[src/rtl/rx_symbol_pkg.sv]
// Shared symbol definitions for the receive symbol demultiplexer.
package rx_symbol_pkg;

  // Control codes (shared with the transmit symbol mux).
  localparam logic [7:0] K_STP = 8'hFB;
  localparam logic [7:0] K_SDP = 8'h5C;
  localparam logic [7:0] K_END = 8'hFD;
  localparam logic [7:0] K_EDB = 8'hFE;
  localparam logic [7:0] K_SKP = 8'h1C;
  localparam logic [7:0] K_IDL = 8'h7C;
  localparam logic [7:0] K_FTS = 8'h3C;
  localparam logic [7:0] K_COM = 8'hBC;

  // Link-level receive states.
  typedef enum logic [2:0] {
    LINK,
    PKT,
    OS1,
    OS2,
    OS3
  } state_t;

  // Ordered-set type encodings reported on os_type.
  localparam logic [1:0] OS_NONE = 2'b00;
  localparam logic [1:0] OS_SKP  = 2'b01;
  localparam logic [1:0] OS_IDL  = 2'b10;
  localparam logic [1:0] OS_FTS  = 2'b11;

  // Map a control code to its ordered-set type; OS_NONE if it is not one.
  function automatic logic [1:0] os_code_type(input logic [7:0] sym);
    logic [1:0] t;
    t = OS_NONE;
    if (sym == K_SKP) t = OS_SKP;
    else if (sym == K_IDL) t = OS_IDL;
    else if (sym == K_FTS) t = OS_FTS;
    return t;
  endfunction

endpackage

[src/rtl/rx_os_detect.sv]
// Ordered-set matcher: after COM, expects three identical SKP/IDL/FTS
// control symbols. Latches the type on the first one and reports, for the
// current symbol, whether the set advances, completes or breaks.
module rx_os_detect
  import rx_symbol_pkg::*;
(
  input  logic       clk,
  input  logic       reset,
  input  state_t     state,
  input  logic [7:0] sym,
  input  logic       is_data,
  output logic       os_advance,
  output logic       os_complete,
  output logic       os_mismatch,
  output logic [1:0] os_type
);

  logic [1:0] type_reg;
  logic [1:0] sym_type;

  assign sym_type = is_data ? OS_NONE : os_code_type(sym);
  assign os_type  = type_reg;

  // Classify the current symbol against the ordered-set progress.
  always_comb begin
    os_advance  = 1'b0;
    os_complete = 1'b0;
    os_mismatch = 1'b0;
    case (state)
      OS1: begin
        if (sym_type != OS_NONE) os_advance = 1'b1;
        else os_mismatch = 1'b1;
      end
      OS2: begin
        if (sym_type == type_reg) os_advance = 1'b1;
        else os_mismatch = 1'b1;
      end
      OS3: begin
        if (sym_type == type_reg) os_complete = 1'b1;
        else os_mismatch = 1'b1;
      end
      default: ;
    endcase
  end

  // Capture the set type from the first symbol after COM.
  always_ff @(posedge clk or posedge reset) begin
    if (reset) begin
      type_reg <= OS_NONE;
    end else if (state == OS1 && sym_type != OS_NONE) begin
      type_reg <= sym_type;
    end
  end

endmodule

[src/rtl/rx_symbol_demux.sv]
// Receive symbol demultiplexer: splits the decoded symbol stream into
// framed packet payload, completed ordered sets and protocol-error strobes.
module rx_symbol_demux
  import rx_symbol_pkg::*;
#(
  parameter int LEN_W = 12
) (
  input  logic             clk,
  input  logic             reset,
  input  logic [7:0]       D_in,
  input  logic             valid,
  output logic [7:0]       D_out,
  output logic             data_valid,
  output logic             pkt_start,
  output logic             pkt_is_dllp,
  output logic             pkt_end,
  output logic             pkt_bad,
  output logic [LEN_W-1:0] pkt_len,
  output logic             os_valid,
  output logic [1:0]       os_type,
  output logic             sym_err
);

  localparam logic [LEN_W-1:0] CNT_MAX = '1;

  state_t           state_reg, state_next;
  logic [LEN_W-1:0] cnt_reg, cnt_next;
  logic [7:0]       d_out_reg, d_out_next;
  logic             data_valid_reg, data_valid_next;
  logic             pkt_start_reg, pkt_start_next;
  logic             dllp_reg, dllp_next;
  logic             pkt_end_reg, pkt_end_next;
  logic             pkt_bad_reg, pkt_bad_next;
  logic [LEN_W-1:0] pkt_len_reg, pkt_len_next;
  logic             os_valid_reg, os_valid_next;
  logic [1:0]       os_type_reg, os_type_next;
  logic             sym_err_reg, sym_err_next;

  logic             os_advance, os_complete, os_mismatch;
  logic [1:0]       det_type;
  logic             link_rules;
  logic             is_ctrl;

  assign is_ctrl = ~valid;

  rx_os_detect u_os_detect (
    .clk         (clk),
    .reset       (reset),
    .state       (state_reg),
    .sym         (D_in),
    .is_data     (valid),
    .os_advance  (os_advance),
    .os_complete (os_complete),
    .os_mismatch (os_mismatch),
    .os_type     (det_type)
  );

  // Next-state and next-output decode for one symbol.
  always_comb begin
    state_next      = state_reg;
    cnt_next        = cnt_reg;
    d_out_next      = d_out_reg;
    data_valid_next = 1'b0;
    pkt_start_next  = 1'b0;
    dllp_next       = dllp_reg;
    pkt_end_next    = 1'b0;
    pkt_bad_next    = pkt_bad_reg;
    pkt_len_next    = pkt_len_reg;
    os_valid_next   = 1'b0;
    os_type_next    = os_type_reg;
    sym_err_next    = 1'b0;
    link_rules      = 1'b0;

    case (state_reg)
      OS1, OS2: begin
        if (os_advance) begin
          state_next = (state_reg == OS1) ? OS2 : OS3;
        end else if (os_mismatch) begin
          sym_err_next = 1'b1;
          link_rules   = 1'b1;
        end
      end
      OS3: begin
        if (os_complete) begin
          os_valid_next = 1'b1;
          os_type_next  = det_type;
          state_next    = LINK;
        end else if (os_mismatch) begin
          sym_err_next = 1'b1;
          link_rules   = 1'b1;
        end
      end
      PKT: begin
        if (valid) begin
          data_valid_next = 1'b1;
          d_out_next      = D_in;
          if (cnt_reg != CNT_MAX) cnt_next = cnt_reg + LEN_W'(1);
        end else begin
          // Every control symbol closes the current packet one way or another.
          pkt_end_next = 1'b1;
          pkt_len_next = cnt_reg;
          pkt_bad_next = 1'b1;
          state_next   = LINK;
          if (D_in == K_END) begin
            pkt_bad_next = (cnt_reg == '0);
          end else if (D_in == K_EDB) begin
            pkt_bad_next = 1'b1;
          end else if (D_in == K_STP || D_in == K_SDP) begin
            sym_err_next   = 1'b1;
            pkt_start_next = 1'b1;
            dllp_next      = (D_in == K_SDP);
            cnt_next       = '0;
            state_next     = PKT;
          end else if (D_in == K_COM) begin
            sym_err_next = 1'b1;
            state_next   = OS1;
          end else begin
            sym_err_next = 1'b1;
          end
        end
      end
      default: link_rules = 1'b1;
    endcase

    // Idle-link handling, also used to re-evaluate a symbol that broke an ordered set.
    if (link_rules) begin
      if (is_ctrl && (D_in == K_STP || D_in == K_SDP)) begin
        state_next     = PKT;
        pkt_start_next = 1'b1;
        dllp_next      = (D_in == K_SDP);
        cnt_next       = '0;
      end else if (is_ctrl && D_in == K_COM) begin
        state_next = OS1;
      end else begin
        state_next   = LINK;
        sym_err_next = 1'b1;
      end
    end
  end

  // State, counter and registered outputs.
  always_ff @(posedge clk or posedge reset) begin
    if (reset) begin
      state_reg      <= LINK;
      cnt_reg        <= '0;
      d_out_reg      <= '0;
      data_valid_reg <= 1'b0;
      pkt_start_reg  <= 1'b0;
      dllp_reg       <= 1'b0;
      pkt_end_reg    <= 1'b0;
      pkt_bad_reg    <= 1'b0;
      pkt_len_reg    <= '0;
      os_valid_reg   <= 1'b0;
      os_type_reg    <= OS_NONE;
      sym_err_reg    <= 1'b0;
    end else begin
      state_reg      <= state_next;
      cnt_reg        <= cnt_next;
      d_out_reg      <= d_out_next;
      data_valid_reg <= data_valid_next;
      pkt_start_reg  <= pkt_start_next;
      dllp_reg       <= dllp_next;
      pkt_end_reg    <= pkt_end_next;
      pkt_bad_reg    <= pkt_bad_next;
      pkt_len_reg    <= pkt_len_next;
      os_valid_reg   <= os_valid_next;
      os_type_reg    <= os_type_next;
      sym_err_reg    <= sym_err_next;
    end
  end

  assign D_out       = d_out_reg;
  assign data_valid  = data_valid_reg;
  assign pkt_start   = pkt_start_reg;
  assign pkt_is_dllp = dllp_reg;
  assign pkt_end     = pkt_end_reg;
  assign pkt_bad     = pkt_bad_reg;
  assign pkt_len     = pkt_len_reg;
  assign os_valid    = os_valid_reg;
  assign os_type     = os_type_reg;
  assign sym_err     = sym_err_reg;

endmodule

[config.mk]
export PLATFORM = sky130hd
export DESIGN_NAME = rx_symbol_demux
export DESIGN_NICKNAME = d
export VERILOG_FILES = /design/src/rtl/rx_symbol_pkg.sv /design/src/rtl/rx_os_detect.sv /design/src/rtl/rx_symbol_demux.sv
export SDC_FILE = /design/constraint.sdc
export NUM_CORES = 1
export LEC_CHECK = 0
export ABC_CLOCK_PERIOD_IN_PS = 5600
export CAP_MARGIN = 20
export CELL_PAD_IN_SITES_DETAIL_PLACEMENT = 1
export CELL_PAD_IN_SITES_GLOBAL_PLACEMENT = 1
export CORE_ASPECT_RATIO = 0.9
export CORE_MARGIN = 2
export CORE_UTILIZATION = 44
export CTS_CLUSTER_DIAMETER = 150
export DETAILED_ROUTE_END_ITERATION = 10
export PLACE_DENSITY = 0.85
export RECOVER_POWER = 50
export SKIP_LAST_GASP = 1
export SLEW_MARGIN = 20
export SYNTH_ARGS = -nofsm -noshare
export SYNTH_HDL_FRONTEND = slang
export SYNTH_SLANG_ARGS = --single-unit
export TNS_END_PERCENT = 30
[constraint.sdc]
create_clock -name clk -period 5.6 [get_ports clk]
set_input_delay 1.4 -clock clk [delete_from_list [all_inputs] [get_ports clk]]
set_output_delay 1.4 -clock clk [all_outputs]
set_load 0.05 [all_outputs]
== Word level (Yosys, flattened, before mapping) ==
Cells that the tools add are included.
Cells by class
  add/subtract/negate cells: 1
  equal/unequal tests: 17
  muxes and demuxes: 63
  bitwise logic cells: 1
  reductions and logical operators: 13
Operator list (number)
  $mux 12: 8
  $mux 1: 35
  $eq 8x8->1 const B: 4
  $mux 2: 10
  $eq 8x7->1 const B: 2
  $mux 3: 5
  $add 12x1->12 const B: 1
  $logic_not 12->1: 1
  $ne 12x12->1 const B: 1
  $ne 3x3->1 const B: 3
  $pmux 3 s3: 1
  $eq 8x5->1 const B: 1
  $eq 8x6->1 const B: 1
  $eq 3x2->1 const B: 2
  $pmux 1 s3: 2
  $reduce_and 2->1: 3
  $pmux 1 s2: 2
  $reduce_and 4->1: 1
  $reduce_bool 4->1: 1
  $reduce_or 2->1: 2
  $eq 3x1->1 const B: 1
  $eq 3x3->1 const B: 1
  $logic_and 1x1->1: 3
  $eq 2x2->1: 1
  3 further kinds: 3
Word-level totals
  register bits after elaboration: 46
  logic and storage cells: 108

== Depth between registers and ports, before layout ==
  word-level depth: 14
  depth in mapped cells: 7
  depth with buffers taken out: 6

== Cells and area by module ==
From an unflattened synthesis, not the netlist that was laid out.
Second synthesis, totals
  cells, all modules: 272
  area, all modules: 2611.3 µm²
By module, submodules not included
  rx_symbol_demux: times used 1, cells an instance 241, area an instance 2341.0 µm², sequential area each 1101.1 µm²
  rx_os_detect: times used 1, cells an instance 31, area an instance 270.3 µm², sequential area each 50.0 µm²

== Worst setup path after synthesis ==
OpenSTA, ideal clock, no wires.
  path type: input to register
  start point: in D_in[1]
  end point: reg dllp_reg (netlist: pkt_is_dllp)
  library setup time: 0.124 ns
  arrival time: 2.826 ns
  data required time: 5.476 ns
  setup slack: 2.650 ns
  cell stages on the path: 5
  path buffers: 0
  path through: or3b_4 -> nor4_4 -> nor2_2 -> a221o_1 -> a211o_1
Between the ends
  word-level cells in the longest chain between the ends: 12
Ends and longest elaborated chain
  start: declaration: line rx_symbol_demux.sv:10  | input logic [7:0] D_in,
  $eq 8x6->1: line rx_symbol_pkg.sv:35  | else if (sym == K_FTS) t = OS_FTS;
  $mux 2: line rx_symbol_pkg.sv:35
  $mux 2: line rx_symbol_pkg.sv:34  | else if (sym == K_IDL) t = OS_IDL;
  $mux 2: line rx_symbol_pkg.sv:33  | if (sym == K_SKP) t = OS_SKP;
  $mux 2: line rx_os_detect.sv:21  | assign sym_type = is_data ? OS_NONE : os_code_type(sym);
  $eq 2x2->1 / $reduce_bool 2->1 (equally long branches): line rx_os_detect.sv:35, rx_os_detect.sv:39, rx_os_detect.sv:31
  $mux 1, on equally long branches: line rx_os_detect.sv:35, rx_os_detect.sv:39, rx_os_detect.sv:31
  $pmux 1 s2: line rx_os_detect.sv:29  | case (state)
  $mux 1: line rx_symbol_demux.sv:78, rx_symbol_demux.sv:88
  $mux 1, on equally long branches: line rx_symbol_demux.sv:84, rx_symbol_demux.sv:76
  $pmux 1 s3: line rx_symbol_demux.sv:74  | case (state_reg)
  $mux 1 *: line rx_symbol_demux.sv:126  | if (link_rules) begin
  via dllp_next: line rx_symbol_demux.sv:31  | logic dllp_reg, dllp_next;
  end signal: assignment: line rx_symbol_demux.sv:162  | dllp_reg <= dllp_next;
  end: declaration: line rx_symbol_demux.sv:31
Mark *: on every way through the listed nets, which the timed path passes. The rest lies on a longest branch.
A chain may end at the register's enable or synchronous reset.

== Worst setup path in the final report ==
  start point: in valid
  end point: reg dllp_reg (netlist: pkt_is_dllp)
Between the ends
  word-level cells in the longest chain between the ends: 8
Ends and longest elaborated chain
  start: declaration: line rx_symbol_demux.sv:11  | input logic valid,
  $mux 2: line rx_os_detect.sv:21
  $eq 2x2->1 / $reduce_bool 2->1 (equally long branches): line rx_os_detect.sv:35, rx_os_detect.sv:39, rx_os_detect.sv:31
  $mux 1, on equally long branches: line rx_os_detect.sv:35, rx_os_detect.sv:39, rx_os_detect.sv:31
  $pmux 1 s2: line rx_os_detect.sv:29
  $mux 1: line rx_symbol_demux.sv:78, rx_symbol_demux.sv:88
  $mux 1, on equally long branches: line rx_symbol_demux.sv:84, rx_symbol_demux.sv:76
  $pmux 1 s3: line rx_symbol_demux.sv:74
  $mux 1 *: line rx_symbol_demux.sv:126
  via dllp_next: line rx_symbol_demux.sv:31
Marks and branches as above.

==> run summary <==
The first global-routing pass estimated 10.96 mm of wire. The tools report the global-route track usage on met3 as 0.03180. The run gives 0.005349 sq mm as the placeable core region.

The library cell used most frequently in the layout, excluding fill and tap cells, is sky130_fd_sc_hd__dfrtp_1. For the clock tree buffer depth, the log shows 2. The area growth from synthesis to final layout was 20.55%.

Number of DRC violations after detailed-routing iteration 0: 172. The checks that failed: capacitance limit, slew limit. The largest single stage delay on the critical path is 0.73 ns. The number of nets in the synthesized netlist is 261. The sequential cells in the finished layout cover a total of 0.001151 sq mm. TritonCTS built the clock tree. Counting I/O delays and the setup requirement, the final critical path takes 4.042 ns. At the pin with the least slew margin, the transition time is 1.773 ns. The H-tree generated during clock tree synthesis spans 2 levels.

The total overflow reported by the global router was 0. STA puts the critical path data required time at 5.79 ns. The reg-to-reg startpoint is state_reg[2]. The tools report the die outline area as 0.006263 sq mm. Proportion of register bits with asynchronous set or reset after synthesis: 1.000. On the critical path the largest part of the delay comes from buffers and inverters.

The post-CTS clock slew at the launch and capture registers of the worst setup and hold paths was 0.09 ns. The tools report the routing usage on met1 as 0.3113. Maximum vdd drop: 125.3 uV. Row generation in the floorplan step produced 25 rows. The most critical setup path has its startpoint at valid. Traced cell by cell, the critical path runs through dlygate4sd3_1 -> nor4b_1 -> clkbuf_1 -> o31a_1 -> and2b_4 -> a221o_1 -> a211o_1.

The logs give 46 for the total clock sinks and 0 for the post-detailed-route DRC marker count. Number of max-slew violations in the final report: 47. Clock tree synthesis inserted a total of 5 buffers.

Summed over all nets, the half-perimeter wirelength after detailed placement is 4.683 mm. Timing would allow up to 247.4 MHz. For this design the top-level I/O count stands at 40. The power per unit of standard cell area came out at 243.1 mW/mm^2. The logs give 4.23 ns for the arrival time of the worst setup path and 6.719 mm for the final routed wirelength across all metal layers. The global-route total usage across every layer is 0.2230, and the instance count after placement with tap cells included is 342. The minimum hold slack was 0.4836 ns; the wire length per cell was 19.20 microns. In this run the post-CTS setup repair buffer count came out at 0. The run gives 0 as the residual antenna-violating net count after detailed routing.

For the maximum clock skew at final layout, the log shows 0.008706 ns. Number of antenna violations at the first check in global routing: 0. The tools report the hold path startpoint as D_out[3]. The final standard cell count with taps included and fillers excluded is 350. The routed via count is 2120, and the number of buffer and inverter instances along the worst setup path is 2. The most used flip-flop cell after synthesis is sky130_fd_sc_hd__dfrtp_1.

For this run, the detailed router's first-pass iteration total came to 4. Counting every instance in the synthesized netlist gives 248. The run gives 0 as the number of endpoints with negative hold slack in the final report. The run finished, with violations left. In this run the tool buffered the top-level ports with 39 buffer cells.

For the count of warnings emitted by yosys, the log shows 0. The worst hold path belongs to the class flip-flop to flip-flop. The worst slack after detailed placement is 1.469 ns, and the mean area per synthesized cell is 10.01 sq um.

The tools report the number of gates given a new drive strength after cts as 0. Setup violations remaining at the end of the flow were counted as 0. The worst-path cell with the longest stage delay is sky130_fd_sc_hd__clkbuf_1.

The static leakage power is 0.001307 uW. The effective utilization at floorplan was 0.4643; the number of enable-type register cells in the synthesized netlist was 0. The floorplan die width works out to 83.20 microns. The via count of the first global-routing pass was 2140.

Hold repair after CTS inserted 0 buffers. For the register area share after synthesis, the log shows 0.4635. For the number of nets in the layout, the log shows 295.

The clock root buffer was sky130_fd_sc_hd__clkbuf_8. The worst setup path is captured at a flip-flop. Setup repair after global routing left no endpoint under its margin. The run gives 0.30 ns as the clock latency on the worst-skew pair. The number of different library cells used by synthesis comes to 58.

In this run, synthesis produced a sequential element count of 46. The vias per cell was 6.057; the final standard cell area without fillers was 0.002994 sq mm. The cell area that synthesis handed to floorplanning was 0.002484 sq mm.

The ratio of cells with drive above 1 in the final layout was 0.1272. For the filler cell count in the final layout, the log shows 607. The logs give 0.001236 sq mm for the footprint of the multi-input gates and 1 for the max-capacitance violation count.

The largest net degree at the start of global routing is 47. The floorplan step set the die height to 75.28 microns. The startpoint type of the worst setup path was an input pin. The normalized max-slew margin was -0.1830. For the met2 usage in global routing, the log shows 0.3647. The repair_antennas step left the layout with diodes totalling 0. Leaving out fill and tap cells, the most frequent cells in the layout are sky130_fd_sc_hd__dfrtp_1 (46), sky130_fd_sc_hd__nand2_1 (41), sky130_fd_sc_hd__clkdlybuf4s50_1 (32). At the end of routability-driven placement, the weighted congestion stood at 0.8524. In the post-route analysis, the smallest setup slack over all paths is 1.558 ns.

The setup path with the least slack is of type input pin to flip-flop. The global routing stage identified its most utilized layer as met2. The total placed instance area came out at 0.002907 sq mm.

Post-route clock period utilization: 0.7218. The maximum fanout along the worst path works out to 17. The setup total negative slack is 0 ns.
==> power by group <==
group | leakage [uW] | total, uW | switching [uW] | internal, uW
clock network | 0.0000524 | 246 | 112 | 134
registers | 0.000620 | 362 | 15.3 | 347
logic | 0.000635 | 120 | 77.3 | 42.5
total | 0.00131 | 728 | 205 | 523
==> synthesized netlist by cell type, types with 5 or more instances <==
cell                        n  area [sq um]
sky130_fd_sc_hd__nand2_1   41         153.9
sky130_fd_sc_hd__a211oi_2   5         62.56
sky130_fd_sc_hd__nand4_1    7         43.79
sky130_fd_sc_hd__dfrtp_1   46          1151
sky130_fd_sc_hd__o21ai_0    8         40.04
sky130_fd_sc_hd__and3_1     7         43.79
sky130_fd_sc_hd__nand3_1    8         40.04
sky130_fd_sc_hd__inv_1      6         22.52
sky130_fd_sc_hd__mux2_2    14         157.7
sky130_fd_sc_hd__clkbuf_1   8         30.03
sky130_fd_sc_hd__a31oi_1   10         62.56
sky130_fd_sc_hd__a21oi_1   11         55.05
sky130_fd_sc_hd__nor2_1    10         37.54
sky130_fd_sc_hd__nor3_1     5         25.02
==> cells by family (layout without fill, tap and decap cells) <==
family / Yosys count / in the layout / synth area share
AND/OR/NAND/NOR: 106 / 106 / 0.2438
AO/OA/AOI/OAI: 58 / 58 / 0.1738
flip-flops: 46 / 46 / 0.4635
buffers and inverters: 19 / 54 / 0.03476
multiplexers: 14 / 14 / 0.06348
XOR/XNOR: 3 / 3 / 0.01058
adder cells (fa/ha/maj): 2 / 2 / 0.01007
==> final cells by class <==
cell class / instances / share of cell area
clock buffers: 7 / 0.02549
clock inverters: 1 / 0.01003
inverters: 6 / 0.007522
multi-input cells: 183 / 0.4129
flip-flops and latches: 46 / 0.3845
well taps: 67 / 0.02800
repair buffers: 40 / 0.1316
==> per-layer routing <==
layer	up-vias	part of all wire
met3	7	0.054
met5	-	0
met4	0	0.013
met2	68	0.47
met1	1055	0.46
li1	990	-
==> tightest hold or removal path: cells and delay by family, from the launching register on <==
family,cells,cell delay [ns]
flops,1,0.35
simple gates,2,0.10
==> per-stage QoR <==
step | total power [uW] | utilization
2_1_floorplan | 441.9 | -
3_3_place_gp | 483.5 | 0.5434
3_5_place_dp | 489.0 | 0.5434
4_1_cts | 735.0 | 0.5633
5_1_grt | 760.5 | 0.5598
6_report | 727.9 | 0.5598
==> path summary, 6_finish.rpt <==
path	slack, ns	endpoint	cells past startpoint
min in group asynchronous	2.09	data_valid	2
max	1.56	pkt_is_dllp	7
min reg2reg	0.48	D_out[3]	2
max reg2reg	2.83	pkt_is_dllp	6
max in group asynchronous	2.46	state_reg[0]	2
min	0.48	D_out[3]	2
Power figures use the tool's default switching activity.
